==> src/rtl/vx_ifetch_responder_if.sv <==
// Bundle of the ifetch request, I-cache read/response and decode-facing channels.
// The responder binds to the slave modport; the surrounding core drives the master side.
interface vx_ifetch_responder_if #(
  parameter int unsigned NUM_WARPS   = 4,
  parameter int unsigned NUM_THREADS = 4
);
  localparam int unsigned NwBits = (NUM_WARPS > 1) ? $clog2(NUM_WARPS) : 1;

  // Warp scheduler -> responder
  logic                   ifreq_valid;
  logic                   ifreq_ready;
  logic [NwBits-1:0]      ifreq_wid;
  logic [NUM_THREADS-1:0] ifreq_tmask;
  logic [31:0]            ifreq_pc;

  // Responder <-> I-cache
  logic                   icache_req_valid;
  logic                   icache_req_ready;
  logic [29:0]            icache_req_addr;
  logic [NwBits-1:0]      icache_req_tag;
  logic                   icache_rsp_valid;
  logic                   icache_rsp_ready;
  logic [31:0]            icache_rsp_data;
  logic [NwBits-1:0]      icache_rsp_tag;

  // Responder -> decode
  logic                   ifrsp_valid;
  logic                   ifrsp_ready;
  logic [NwBits-1:0]      ifrsp_wid;
  logic [NUM_THREADS-1:0] ifrsp_tmask;
  logic [31:0]            ifrsp_pc;
  logic [31:0]            ifrsp_instr;

  logic                   busy;

  modport slave (
    input  ifreq_valid,
    input  ifreq_wid,
    input  ifreq_tmask,
    input  ifreq_pc,
    output ifreq_ready,
    output icache_req_valid,
    input  icache_req_ready,
    output icache_req_addr,
    output icache_req_tag,
    input  icache_rsp_valid,
    output icache_rsp_ready,
    input  icache_rsp_data,
    input  icache_rsp_tag,
    output ifrsp_valid,
    input  ifrsp_ready,
    output ifrsp_wid,
    output ifrsp_tmask,
    output ifrsp_pc,
    output ifrsp_instr,
    output busy
  );

  modport master (
    output ifreq_valid,
    output ifreq_wid,
    output ifreq_tmask,
    output ifreq_pc,
    input  ifreq_ready,
    input  icache_req_valid,
    output icache_req_ready,
    input  icache_req_addr,
    input  icache_req_tag,
    output icache_rsp_valid,
    input  icache_rsp_ready,
    output icache_rsp_data,
    output icache_rsp_tag,
    input  ifrsp_valid,
    output ifrsp_ready,
    input  ifrsp_wid,
    input  ifrsp_tmask,
    input  ifrsp_pc,
    input  ifrsp_instr,
    input  busy
  );

endinterface

==> src/rtl/vx_ifetch_responder.sv <==
// Ifetch consumer: issues warp-tagged I-cache reads and pairs responses with per-warp metadata.
// Optional issue/latency performance counters are built when IFETCH_PERF_EN is defined.
module vx_ifetch_responder #(
  parameter int unsigned NUM_WARPS   = 4,
  parameter int unsigned NUM_THREADS = 4,
  parameter int unsigned MAX_PENDING = NUM_WARPS
) (
  input  logic                clk,
  input  logic                reset,
`ifdef IFETCH_PERF_EN
  output logic [43:0]         perf_ifetch_reqs,
  output logic [43:0]         perf_ifetch_lat,
`endif
  vx_ifetch_responder_if.slave bus
);

  localparam int unsigned NwBits   = (NUM_WARPS > 1) ? $clog2(NUM_WARPS) : 1;
  // Tables span every encodable wid so tag indexing never needs a range check.
  localparam int unsigned NumSlots = 1 << NwBits;
  localparam int unsigned CntW     = $clog2(MAX_PENDING + 1);
  localparam logic [CntW-1:0] MaxCnt = CntW'(MAX_PENDING);
  localparam logic [CntW-1:0] CntOne = CntW'(1);

  logic [NumSlots-1:0]    pending_q, pending_d;
  logic [CntW-1:0]        pend_cnt_q, pend_cnt_d;
  logic [NUM_THREADS-1:0] meta_tmask_q [NumSlots];
  logic [31:0]            meta_pc_q    [NumSlots];

  logic                   out_valid_q, out_valid_d;
  logic [NwBits-1:0]      out_wid_q;
  logic [NUM_THREADS-1:0] out_tmask_q;
  logic [31:0]            out_pc_q;
  logic [31:0]            out_instr_q;

  logic can_issue;
  logic issue_fire;
  logic rsp_ready;
  logic rsp_fire;
  logic rsp_legal;

  // Handshake decode
  always_comb begin
    can_issue  = !pending_q[bus.ifreq_wid] && (pend_cnt_q < MaxCnt);
    issue_fire = bus.ifreq_valid && bus.icache_req_ready && can_issue;
    rsp_ready  = !out_valid_q || bus.ifrsp_ready;
    rsp_fire   = bus.icache_rsp_valid && rsp_ready;
    rsp_legal  = pending_q[bus.icache_rsp_tag];
  end

  // A same-wid issue is already blocked by can_issue, so set and clear never collide.
  always_comb begin
    pending_d   = pending_q;
    pend_cnt_d  = pend_cnt_q;
    out_valid_d = out_valid_q;
    if (rsp_fire && rsp_legal) begin
      pending_d[bus.icache_rsp_tag] = 1'b0;
      pend_cnt_d                    = pend_cnt_d - CntOne;
    end
    if (issue_fire) begin
      pending_d[bus.ifreq_wid] = 1'b1;
      pend_cnt_d               = pend_cnt_d + CntOne;
    end
    if (rsp_fire) begin
      out_valid_d = 1'b1;
    end else if (bus.ifrsp_ready) begin
      out_valid_d = 1'b0;
    end
  end

  always_ff @(posedge clk) begin
    if (!reset) begin
      pending_q   <= '0;
      pend_cnt_q  <= '0;
      out_valid_q <= 1'b0;
    end else begin
      pending_q   <= pending_d;
      pend_cnt_q  <= pend_cnt_d;
      out_valid_q <= out_valid_d;
    end
  end

  // Metadata and payload registers carry no reset; validity is tracked above.
  always_ff @(posedge clk) begin
    if (issue_fire) begin
      meta_tmask_q[bus.ifreq_wid] <= bus.ifreq_tmask;
      meta_pc_q[bus.ifreq_wid]    <= bus.ifreq_pc;
    end
    if (rsp_fire) begin
      out_wid_q   <= bus.icache_rsp_tag;
      out_tmask_q <= meta_tmask_q[bus.icache_rsp_tag];
      out_pc_q    <= meta_pc_q[bus.icache_rsp_tag];
      out_instr_q <= bus.icache_rsp_data;
    end
  end

  assign bus.ifreq_ready      = bus.icache_req_ready && can_issue;
  assign bus.icache_req_valid = bus.ifreq_valid && can_issue;
  assign bus.icache_req_addr  = bus.ifreq_pc[31:2];
  assign bus.icache_req_tag   = bus.ifreq_wid;
  assign bus.icache_rsp_ready = rsp_ready;
  assign bus.ifrsp_valid      = out_valid_q;
  assign bus.ifrsp_wid        = out_wid_q;
  assign bus.ifrsp_tmask      = out_tmask_q;
  assign bus.ifrsp_pc         = out_pc_q;
  assign bus.ifrsp_instr      = out_instr_q;
  assign bus.busy             = (pend_cnt_q != '0) || out_valid_q;

`ifdef IFETCH_PERF_EN
  logic [43:0] perf_reqs_q;
  logic [43:0] perf_lat_q;

  // Latency accumulates outstanding reads per cycle; both counters wrap naturally.
  always_ff @(posedge clk) begin
    if (!reset) begin
      perf_reqs_q <= '0;
      perf_lat_q  <= '0;
    end else begin
      if (issue_fire) begin
        perf_reqs_q <= perf_reqs_q + 44'd1;
      end
      perf_lat_q <= perf_lat_q + 44'(pend_cnt_q);
    end
  end

  assign perf_ifetch_reqs = perf_reqs_q;
  assign perf_ifetch_lat  = perf_lat_q;
`endif

  illegal_tag_a: assert property (@(posedge clk) disable iff (!reset)
    rsp_fire |-> rsp_legal);

  pc_aligned_a: assert property (@(posedge clk) disable iff (!reset)
    bus.ifreq_valid |-> (bus.ifreq_pc[1:0] == 2'b00));

endmodule
==> src/flat_wrapper.sv <==
// flat-port wrapper written by rule: the top's interface ports become plain ports
module vx_ifetch_responder_flat 
#(
  parameter int unsigned NUM_WARPS   = 4,
  parameter int unsigned NUM_THREADS = 4,
  parameter int unsigned MAX_PENDING = NUM_WARPS
)
  (clk, reset, bus_ifreq_valid, bus_ifreq_wid, bus_ifreq_tmask, bus_ifreq_pc, bus_ifreq_ready, bus_icache_req_valid, bus_icache_req_ready, bus_icache_req_addr, bus_icache_req_tag, bus_icache_rsp_valid, bus_icache_rsp_ready, bus_icache_rsp_data, bus_icache_rsp_tag, bus_ifrsp_valid, bus_ifrsp_ready, bus_ifrsp_wid, bus_ifrsp_tmask, bus_ifrsp_pc, bus_ifrsp_instr, bus_busy);
  vx_ifetch_responder_if #(.NUM_WARPS(NUM_WARPS), .NUM_THREADS(NUM_THREADS)) bus_i ();
  input  logic clk;
  input  logic reset;
  input wire logic [$bits(bus_i.ifreq_valid)-1:0] bus_ifreq_valid;
  input wire logic [$bits(bus_i.ifreq_wid)-1:0] bus_ifreq_wid;
  input wire logic [$bits(bus_i.ifreq_tmask)-1:0] bus_ifreq_tmask;
  input wire logic [$bits(bus_i.ifreq_pc)-1:0] bus_ifreq_pc;
  output wire logic [$bits(bus_i.ifreq_ready)-1:0] bus_ifreq_ready;
  output wire logic [$bits(bus_i.icache_req_valid)-1:0] bus_icache_req_valid;
  input wire logic [$bits(bus_i.icache_req_ready)-1:0] bus_icache_req_ready;
  output wire logic [$bits(bus_i.icache_req_addr)-1:0] bus_icache_req_addr;
  output wire logic [$bits(bus_i.icache_req_tag)-1:0] bus_icache_req_tag;
  input wire logic [$bits(bus_i.icache_rsp_valid)-1:0] bus_icache_rsp_valid;
  output wire logic [$bits(bus_i.icache_rsp_ready)-1:0] bus_icache_rsp_ready;
  input wire logic [$bits(bus_i.icache_rsp_data)-1:0] bus_icache_rsp_data;
  input wire logic [$bits(bus_i.icache_rsp_tag)-1:0] bus_icache_rsp_tag;
  output wire logic [$bits(bus_i.ifrsp_valid)-1:0] bus_ifrsp_valid;
  input wire logic [$bits(bus_i.ifrsp_ready)-1:0] bus_ifrsp_ready;
  output wire logic [$bits(bus_i.ifrsp_wid)-1:0] bus_ifrsp_wid;
  output wire logic [$bits(bus_i.ifrsp_tmask)-1:0] bus_ifrsp_tmask;
  output wire logic [$bits(bus_i.ifrsp_pc)-1:0] bus_ifrsp_pc;
  output wire logic [$bits(bus_i.ifrsp_instr)-1:0] bus_ifrsp_instr;
  output wire logic [$bits(bus_i.busy)-1:0] bus_busy;
  assign bus_i.ifreq_valid = bus_ifreq_valid;
  assign bus_i.ifreq_wid = bus_ifreq_wid;
  assign bus_i.ifreq_tmask = bus_ifreq_tmask;
  assign bus_i.ifreq_pc = bus_ifreq_pc;
  assign bus_ifreq_ready = bus_i.ifreq_ready;
  assign bus_icache_req_valid = bus_i.icache_req_valid;
  assign bus_i.icache_req_ready = bus_icache_req_ready;
  assign bus_icache_req_addr = bus_i.icache_req_addr;
  assign bus_icache_req_tag = bus_i.icache_req_tag;
  assign bus_i.icache_rsp_valid = bus_icache_rsp_valid;
  assign bus_icache_rsp_ready = bus_i.icache_rsp_ready;
  assign bus_i.icache_rsp_data = bus_icache_rsp_data;
  assign bus_i.icache_rsp_tag = bus_icache_rsp_tag;
  assign bus_ifrsp_valid = bus_i.ifrsp_valid;
  assign bus_i.ifrsp_ready = bus_ifrsp_ready;
  assign bus_ifrsp_wid = bus_i.ifrsp_wid;
  assign bus_ifrsp_tmask = bus_i.ifrsp_tmask;
  assign bus_ifrsp_pc = bus_i.ifrsp_pc;
  assign bus_ifrsp_instr = bus_i.ifrsp_instr;
  assign bus_busy = bus_i.busy;
  vx_ifetch_responder #(.NUM_WARPS(NUM_WARPS), .NUM_THREADS(NUM_THREADS), .MAX_PENDING(MAX_PENDING)) u_core (.clk(clk), .reset(reset), .bus(bus_i));
endmodule
==> config.mk <==
export PLATFORM = sky130hd
export DESIGN_NAME = vx_ifetch_responder_flat
export DESIGN_NICKNAME = d
export VERILOG_FILES = /design/src/rtl/vx_ifetch_responder_if.sv /design/src/rtl/vx_ifetch_responder.sv /design/src/flat_wrapper.sv
export SDC_FILE = /design/constraint.sdc
export NUM_CORES = 1
export LEC_CHECK = 0
export ABC_AREA = 1
export CAP_MARGIN = 15
export CORE_UTILIZATION = 50
export CTS_CLUSTER_SIZE = 28
export DETAILED_ROUTE_END_ITERATION = 10
export HOLD_SLACK_MARGIN = 0.02
export PLACE_DENSITY = 0.79
export SYNTH_ARGS = -nofsm -noshare
export SYNTH_HDL_FRONTEND = slang
export SYNTH_SLANG_ARGS = --single-unit
==> constraint.sdc <==
create_clock -name clk -period 5 [get_ports clk]
set_input_delay 0.75 -clock clk [delete_from_list [all_inputs] [get_ports clk]]
set_output_delay 0.75 -clock clk [all_outputs]
set_load 0.02 [all_outputs]
# After elaboration in Yosys (flattened, before gate mapping)
# Memory sizes are Yosys's and may differ from the RTL's. A register that Yosys moved wholly into a read port is not among the register bits.
# Cells that the tools add are included.
# W data, S select, Z words.
[totals] elab_cells=48 reg_bits=42 out_inout_bits=107 in_bits=78 mem_count=2 ramBits=144
[op_classes] reduce_logical=15 bitwise_logic=3 addsub=2 n_mux=16 order_cmp=5
[mem_list] name="u_core.meta_pc_q" words=4 word_bits=32 rd=1 rd_clocked_by_memory_dff=1 wr=1 line_no="vx_ifetch_responder.sv:27" rtl="logic [31:0] meta_pc_q [NumSlots];"
[mem_list] name="u_core.meta_tmask_q" words=4 word_bits=4 rd=1 rd_clocked_by_memory_dff=1 wr=1 line_no="vx_ifetch_responder.sv:26" rtl="logic [NUM_THREADS-1:0] meta_tmask_q [NumSlots];"
[ops] cell="$logic_and A1 B1 Y1" count=9
[ops] cell="$mux W1" count=8
[ops] cell="$mux W4" count=2
[ops] cell="$lt A2 B3 Y1 const B" count=2
[ops] cell="$mux W3" count=2
[ops] cell="$and A4 B4 Y4" count=1
[ops] cell="$bmux W1 S2" count=2
[ops] cell="$demux W1 S2" count=2
[ops] cell="$ge A2 B1 Y1 const B" count=2
[ops] cell="$not A4 Y4" count=1
[ops] cell="$or A4 B4 Y4" count=1
[ops] cell="$add A3 B1 Y3 const B" count=1
[ops] cell="$lt A3 B3 Y1 const B" count=1
[ops] cell="$reduce_bool A3 Y1" count=1
[ops] cell="$sub A3 B1 Y3 const B" count=1
[ops] cell="$logic_not A1 Y1" count=2
[ops] cell="$logic_or A1 B1 Y1" count=2
[ops] cell="$reduce_bool A2 Y1" count=1

# Logic depth before layout (Yosys ltp)
# Gate-level depths: netlist (run 1).
[depth] word_depth=9 ltp_mapped=14 mapped_depth_nobuf=14

# Worst setup path before layout (run 1)
# OpenSTA, ideal clock, no wires.
[synth_path] path_type="input -> register" from="in bus_ifrsp_ready" to="reg u_core.pend_cnt_q[1]" path_buffers=0 slack_ns=1.033 arrival_time_ns=3.850 required_time_ns=4.883 stages=8 setup_ns=0.117 path_cell_list="inv_1 a21oi_2 nand3_1 nand2_1 inv_1 ha_1 o21ai_0 nor2_1"
[synth_between] elab_chain_cells=6
[synth_lines] item="from (decl)" line_no="flat_wrapper.sv:26" rtl="input wire logic [$bits(bus_i.ifrsp_ready)-1:0] bus_ifrsp_ready;"
[synth_lines] item="$logic_or A1 B1 Y1 *" line_no="vx_ifetch_responder.sv:45" rtl="rsp_ready = !out_valid_q || bus.ifrsp_ready;"
[synth_lines] item="$logic_and A1 B1 Y1 *" line_no="vx_ifetch_responder.sv:46" rtl="rsp_fire = bus.icache_rsp_valid && rsp_ready;"
[synth_lines] item="$logic_and A1 B1 Y1 *" line_no="vx_ifetch_responder.sv:55" rtl="if (rsp_fire && rsp_legal) begin"
[synth_lines] item="$mux W3 *" line_no="vx_ifetch_responder.sv:55"
[synth_lines] item="$add A3 B1 Y3" line_no="vx_ifetch_responder.sv:61" rtl="pend_cnt_d = pend_cnt_d + CntOne;"
[synth_lines] item="$mux W3 *" line_no="vx_ifetch_responder.sv:59" rtl="if (issue_fire) begin"
[synth_lines] item="to (signal assigned)" line_no="vx_ifetch_responder.sv:77" rtl="pend_cnt_q <= pend_cnt_d;"
[synth_lines] item="to (decl)" line_no="vx_ifetch_responder.sv:25" rtl="logic [CntW-1:0] pend_cnt_q, pend_cnt_d;"
# Mark *: on every way between the ends. The rest lies on a longest branch, timed or not.
# A chain may end at the register's enable or synchronous reset.

# Final worst setup path (run 1)
[layout_path] from="in bus_ifreq_wid[1]" to="out bus_icache_req_valid"
[layout_between] elab_chain_cells=5
[layout_lines] item="from (decl)" line_no="flat_wrapper.sv:13" rtl="input wire logic [$bits(bus_i.ifreq_wid)-1:0] bus_ifreq_wid;"
[layout_lines] item="$bmux W1 S2" line_no="vx_ifetch_responder.sv:43" rtl="can_issue = !pending_q[bus.ifreq_wid] && (pend_cnt_q < MaxCnt);"
[layout_lines] item="$mux W1 (not written as such)" line_no="vx_ifetch_responder.sv:43"
[layout_lines] item="$logic_not A1 Y1" line_no="vx_ifetch_responder.sv:43"
[layout_lines] item="$logic_and A1 B1 Y1" line_no="vx_ifetch_responder.sv:43"
[layout_lines] item="$logic_and A1 B1 Y1" line_no="vx_ifetch_responder.sv:97" rtl="assign bus.icache_req_valid = bus.ifreq_valid && can_issue;"
[layout_lines] item="to (decl)" line_no="flat_wrapper.sv:17" rtl="output wire logic [$bits(bus_i.icache_req_valid)-1:0] bus_icache_req_valid;"
# No other way between the ends. The select of a mux whose other input is x is not followed.

==> qor.txt, run 1 <==
Crit. Startpoint: bus_ifreq_wid[1]
CP Class: input pin to output pin
RSZ-0062 raised after global routing: no
Synth Area per Inst: 15.85 um2
Max FO, Critical Path: 6
ANT cells: 0
# nets final: 756
run status: completed
H-tree depth: 1
Critical Path AT: 2.54 ns
post-synthesis mux area share: 0%
root buf cell: clkbuf_16
initial antenna violation count: 0
crit start category: input pin
Finished Core Util: 67.37%
Final Cycle Share: 65.85%
DRC viols: 0
Synth top area share: 78.24%
worst-margin pin slew: 1.087 ns
CTS clk-pin slew, worst paths: 0.06 ns
final setup vio count: 0
post-DR wirelength/cell: 19.09 um
Synth Area in XOR/XNOR: 0.1066%
final WL: 17320 um
f_max: 303.7 MHz
CTS buffer count: 23
worst stage delay on the critical path: 0.62 ns
Max Cap Viol: 0
post-synth cell types: 24
Fin. Hold Viols: 0
P_leak: 0.003734 uW
top post-synthesis cells by count: edfxtp_1, nand3_1, buf_4
most common cell in the netlist: edfxtp_1
Overflow after GRT: 0
Ys Warns: 0
post-synthesis sequential area ratio: 80.20%
CP Cell Sequence: clkdlybuf4s50_1 > inv_2 > nand2_1 > nor2_1 > nor2_2 > nand2_1 > nor2_1 > clkdlybuf4s50_1
Die H: 130.2 um
clock insertion delay at the later pin of the skew report: 0.51 ns
initial core utilization: 51.51%
fraction of layout cells with a size suffix above 1: 7.381%
Hold Startpoint: u_core.pending_q[1]$_SDFF_PN0_
Mapped Nets: 599
Clock Sinks: 222
# hold bufs at CTS: 0
combinational family with the most area after synthesis: simple AND/OR/NAND/NOR gates
Area Growth Syn to Fin: 30.77%
DP Area: 9996 um2
ys async rst share: 0%
top cells by area, synth: edfxtp_1, nand3_1, buf_4, a22oi_1, dfxtp_1
Final ANT Viol Nets: 0
Ports: 185
complex-gate fraction of the synthesized area: 4.052%
CP Data Required Time: 4.25 ns
crit path time final: 3.292 ns
Die Wd: 130.2 um
Vias/cell: 5.415
CTS tree: built
Post-Synth Adder-Cell Area: 0.4570%
Synth Instances: 518
skew final: 0.01026 ns
TNS Setup: 0 ns
Post-synth EDFFs: 214
max_slew headroom: 27.39%
slowest cell on the critical path: clkdlybuf4s50_1
number of global-route vias before repair: 4824
CTS resizes: 0
post-synth top area cell: edfxtp_1
flops & latches, synth: 222
FP Rows: 46
Hold/Removal Path Class: flip-flop to flip-flop
r2r startpoint: u_core.bus.ifrsp_valid$_SDFFE_PN0P_
PortBufs: 184
total number of vias: 4911
gr usage total: 20.23%
max-slew violation count: 0
CP Capture Type: output pin
routability-driven placement congestion ratio: 0.7843
ys flop type: edfxtp_1
first-pass GRT wire length: 25450 um
largest net degree at the start of global routing: 61
Core ar.: 15940 um2
power per standard cell area: 390.9 nW/um2
Post CTS Setup Buffer Count: 0
HPWL Detailed: 10100 um
post-synthesis cell area: 8213 um2
Pre-antenna DRT Iters: 5
Initial DRC Count: 289
CTS Buffer Depth: 3
Post-Synth Simple-Gate Area: 9.750%
hold_ws: 0.5007 ns
post-route cell area: 10740 um2
Worst VDD drop: 0.2986 mV
full die area: 16940 um2
flip-flops by register name, summed over array words and instances, names as in the netlist:
name / flops
u_core.bus.ifrsp_instr: 32
u_core.bus.ifrsp_pc: 32
u_core.bus.ifrsp_tmask: 4
u_core.bus.ifrsp_valid: 1
u_core.bus.ifrsp_wid: 2
u_core.meta_pc_q: 128
u_core.meta_tmask_q: 16
u_core.pend_cnt_q: 3
u_core.pending_q: 4
final timing paths:
check             slack (ns)  cells after the start                              end
setup / recovery        1.71                      8             bus_icache_req_valid
hold / removal          0.50                      2   u_core.pending_q[1]$_SDFF_PN0_
setup reg to reg        2.53                      5  u_core.pend_cnt_q[2]$_SDFF_PN0_
hold reg to reg         0.50                      2   u_core.pending_q[1]$_SDFF_PN0_
logic make-up after synthesis:
group / Yosys count
flops: 222
simple gates: 167
fa+ha+maj: 3
xor+xnor: 1
buf+inv: 78
compound gates: 47
area by class of cell:
cell class / count / area [um2]
Sequential cell: 222 / 6586
Fill cell: 1087 / 5202
Timing Repair Buffer: 187 / 1854
Multi-Input combinational cell: 218 / 1197
Clock buffer: 30 / 601.8
Tap cell: 216 / 270.3
Clock inverter: 11 / 142.6
Inverter: 23 / 87.58
placed cells by master, fill, tap and decap left out:
cell / instances
a21oi_1: 6
a21oi_4: 1
a22oi_1: 36
buf_2: 2
buf_4: 3
bufinv_16: 3
clkbuf_1: 7
clkbuf_16: 23
clkdlybuf4s50_1: 182
clkinv_1: 4
clkinv_2: 3
clkinvlp_4: 1
dfxtp_1: 8
edfxtp_1: 214
ha_1: 3
inv_1: 15
inv_16: 1
inv_2: 7
nand2_1: 31
nand2_2: 1
nand2_4: 1
nand3_1: 118
nand3_2: 1
nand4_1: 1
nor2_1: 11
nor2_2: 1
nor2_4: 2
o21ai_0: 3
o21ai_2: 1
xor2_1: 1
where the power goes:
| part | total [uW] | internal (uW) | switching (uW) |
|---|---|---|---|
| clock | 1670 | 1010 | 665 |
| combinational | 386 | 170 | 216 |
| sequential | 2140 | 2120 | 21.1 |
critical path: cells and delay by family:
| kind | cells | cell delay, ns |
|---|---|---|
| and+or+nand+nor | 5 | 0.53 |
| buffers and inverters | 3 | 1.27 |
routing by layer:
layer / wire [um] / up-vias / global-route usage (%) / part of all wire (%)
met5: 0 / - / 0 / 0
met4: 257 / 0 / 5.267 / 1.5
met3: 1568 / 18 / 4.059 / 9.1
met2: 8630 / 264 / 35.51 / 50
met1: 6861 / 2382 / 25.69 / 40
li1: - / 2247 / - / -
through the flow:
step	std cells	total power [uW]	worst slack, ns
2_1_floorplan	518	2365	1.033
3_3_place_gp	866	2556	1.732
3_5_place_dp	866	2566	1.615
4_1_cts	907	4229	1.715
5_1_grt	907	4334	1.603
6_report	907	4199	1.708
Note: power is estimated with default switching activity, not from simulation.
==> run 2: changes to the inputs <==
- CORE_UTILIZATION: 50 -> 45
- PLACE_DENSITY: 0.79 -> 0.76
- clock period: 5 -> 2.7 ns (I/O delays scaled with it)
==> run 2 against run 1 <==
Cell area grew 1.5%. Register-to-register slack lost 1.4 ns. Sequential share of layout area shrank 0.92 points. Critical path depth is the same. Utilization shrank 6.5 points. Worst setup slack lost 1.5 ns. Hold slack lost 0.23 ns. Power grew 85%. Combinational power grew 90%. Critical path type unchanged. Highest routed layer unchanged.
==> qor.txt, run 2 (same netlist as run 1, synthesis figures left out) <==
CTS tree: built
power per standard cell area: 714.2 nW/um2
most frequent cells in the layout: edfxtp_1, clkdlybuf4s50_1, nand3_1, a22oi_1, nand2_1
Finished Core Util: 60.90%
Core ar.: 17900 um2
final setup vio count: 0
skew final: 0.01961 ns
fill count: 1317
max FFs per register: 128
Critical Path AT: 2.12 ns
gr usage total: 18.01%
number of global-route vias before repair: 4983
CP Class: input pin to output pin
combinational power share: 9.4%
Post CTS Setup Buffer Count: 0
internal power: 6134 uW
ANT cells: 0
crit path time final: 2.525 ns
PortBufs: 184
crit start category: input pin
Area Growth Syn to Fin: 32.75%
Final ANT Viol Nets: 0
root buf cell: clkbuf_16
Hold Startpoint: bus_icache_rsp_tag[1]
max-slew violation count: 0
Overflow after GRT: 0
post-DR wirelength/cell: 18.24 um
CTS buffer count: 22
R2R depth: 8
initial antenna violation count: 0
H-tree depth: 1
CTS Buffer Depth: 3
CP Capture Type: output pin
Final Cycle Share: 93.51%
full die area: 18800 um2
hold endpoint: u_core.bus.ifrsp_wid[1]$_DFFE_PP_
r2r startpoint: u_core.pending_q[2]$_SDFF_PN0_
Vias/cell: 5.246
HPWL Detailed: 10550 um
Clock Sinks: 222
first-pass GRT wire length: 25540 um
CTS resizes: 0
FF-to-FF End: u_core.meta_pc_q[0][22]$_DFFE_PP_
Fin. Hold Viols: 0
total number of vias: 4879
# nets final: 766
Sw Pwr: 1653 uW
Hold Path Depth: 1
largest net degree at the start of global routing: 54
P_leak: 0.003812 uW
Die H: 137.1 um
Register-to-Register Setup Slack: 1.09 ns
Max FO, Critical Path: 6
DRC viols: 0
switching share of total power: 21.23%
Pre-antenna DRT Iters: 5
fraction of layout cells with a size suffix above 1: 9.272%
Ports: 185
sequential share of power: 50.8%
Worst VDD drop: 0.5305 mV
max_slew headroom: 64.14%
clock insertion delay at the later pin of the skew report: 0.51 ns
f_max: 396.1 MHz
# hold bufs at CTS: 0
routability-driven placement congestion ratio: 0.7870
TNS Setup: 0 ns
CP Data Required Time: 2.30 ns
worst-margin pin slew: 0.5379 ns
initial core utilization: 45.88%
largest reg by FF count: u_core.meta_pc_q
Hold/Removal Path Class: input pin to flip-flop
CTS clk-pin slew, worst paths: 0.06 ns
Clk pwr share: 39.8%
Max Cap Viol: 0
Initial DRC Count: 252
RSZ-0062 raised after global routing: no
final WL: 16960 um
FP Rows: 49
most common cell after layout, fill and taps aside: edfxtp_1
Die Wd: 137.1 um
run status: completed
run 2: layer usage:
| metal | global-route usage [%] | part of all wire [%] |
|---|---|---|
| met3 | 4.407 | 7.8 |
| met4 | 4.823 | 1.8 |
| met1 | 21.94 | 41 |
| met5 | 0 | 0 |
| met2 | 31.82 | 50 |
run 2: metrics by stage:
step | worst slack (ns) | hold WS, ns | total power, uW | std cells | instance area (um2)
floorplan | 0.01833 | 0.4570 | 4380 | 518 | 8220
CTS | 0.1681 | 0.2579 | 7873 | 930 | 10900
global placement | 0.2287 | 0.4809 | 4745 | 890 | 10160
detailed placement | 0.1643 | 0.5057 | 4768 | 890 | 10160
finish | 0.1753 | 0.2737 | 7787 | 930 | 10900
global route | 0.03156 | 0.2699 | 8035 | 930 | 10900
run 2: worst max-delay path by stage:
stage / cells past startpoint / startpoint / end / slack [ns]
5_1_grt: 8 / bus_ifreq_wid[0] / bus_ifreq_ready / 0.03
2_1_floorplan: 8 / bus_ifrsp_ready / u_core.pend_cnt_q[1]$_SDFF_PN0_ / 0.02
3_3_place_gp: 8 / bus_ifreq_wid[1] / bus_icache_req_valid / 0.23
6_report: 8 / bus_ifreq_wid[1] / bus_ifreq_ready / 0.18
3_5_place_dp: 8 / bus_ifreq_wid[0] / bus_ifreq_ready / 0.16
4_1_cts: 8 / bus_ifreq_wid[1] / bus_ifreq_ready / 0.17
run 2: area by class of cell:
type | instances | area (um2) | area share (%)
Sequential cell | 222 | 6586 | 60.41
Timing Repair Buffer | 198 | 1999 | 18.34
Multi-Input combinational cell | 218 | 1197 | 10.98
Clock buffer | 25 | 561.8 | 5.153
Tap cell | 229 | 286.5 | 2.628
Clock inverter | 15 | 183.9 | 1.687
Inverter | 23 | 87.58 | 0.8033
run 2: power groups by stage:
stage / logic (uW) / clock network, uW / registers (uW)
3_5_place_dp: 739 / 0 / 4030
4_1_cts: 743 / 3170 / 3960
2_1_floorplan: 259 / 0 / 4120
6_report: 734 / 3100 / 3960
5_1_grt: 790 / 3280 / 3960
3_3_place_gp: 721 / 0 / 4020
run 2: worst max-delay path, stage by stage:
cell and delay, ns:
clkdlybuf4s50_1 0.58, inv_2 0.07, nand2_1 0.09, nor2_1 0.05
nor2_2 0.16, nand2_1 0.08, nor2_1 0.09, clkdlybuf4s50_1 0.60
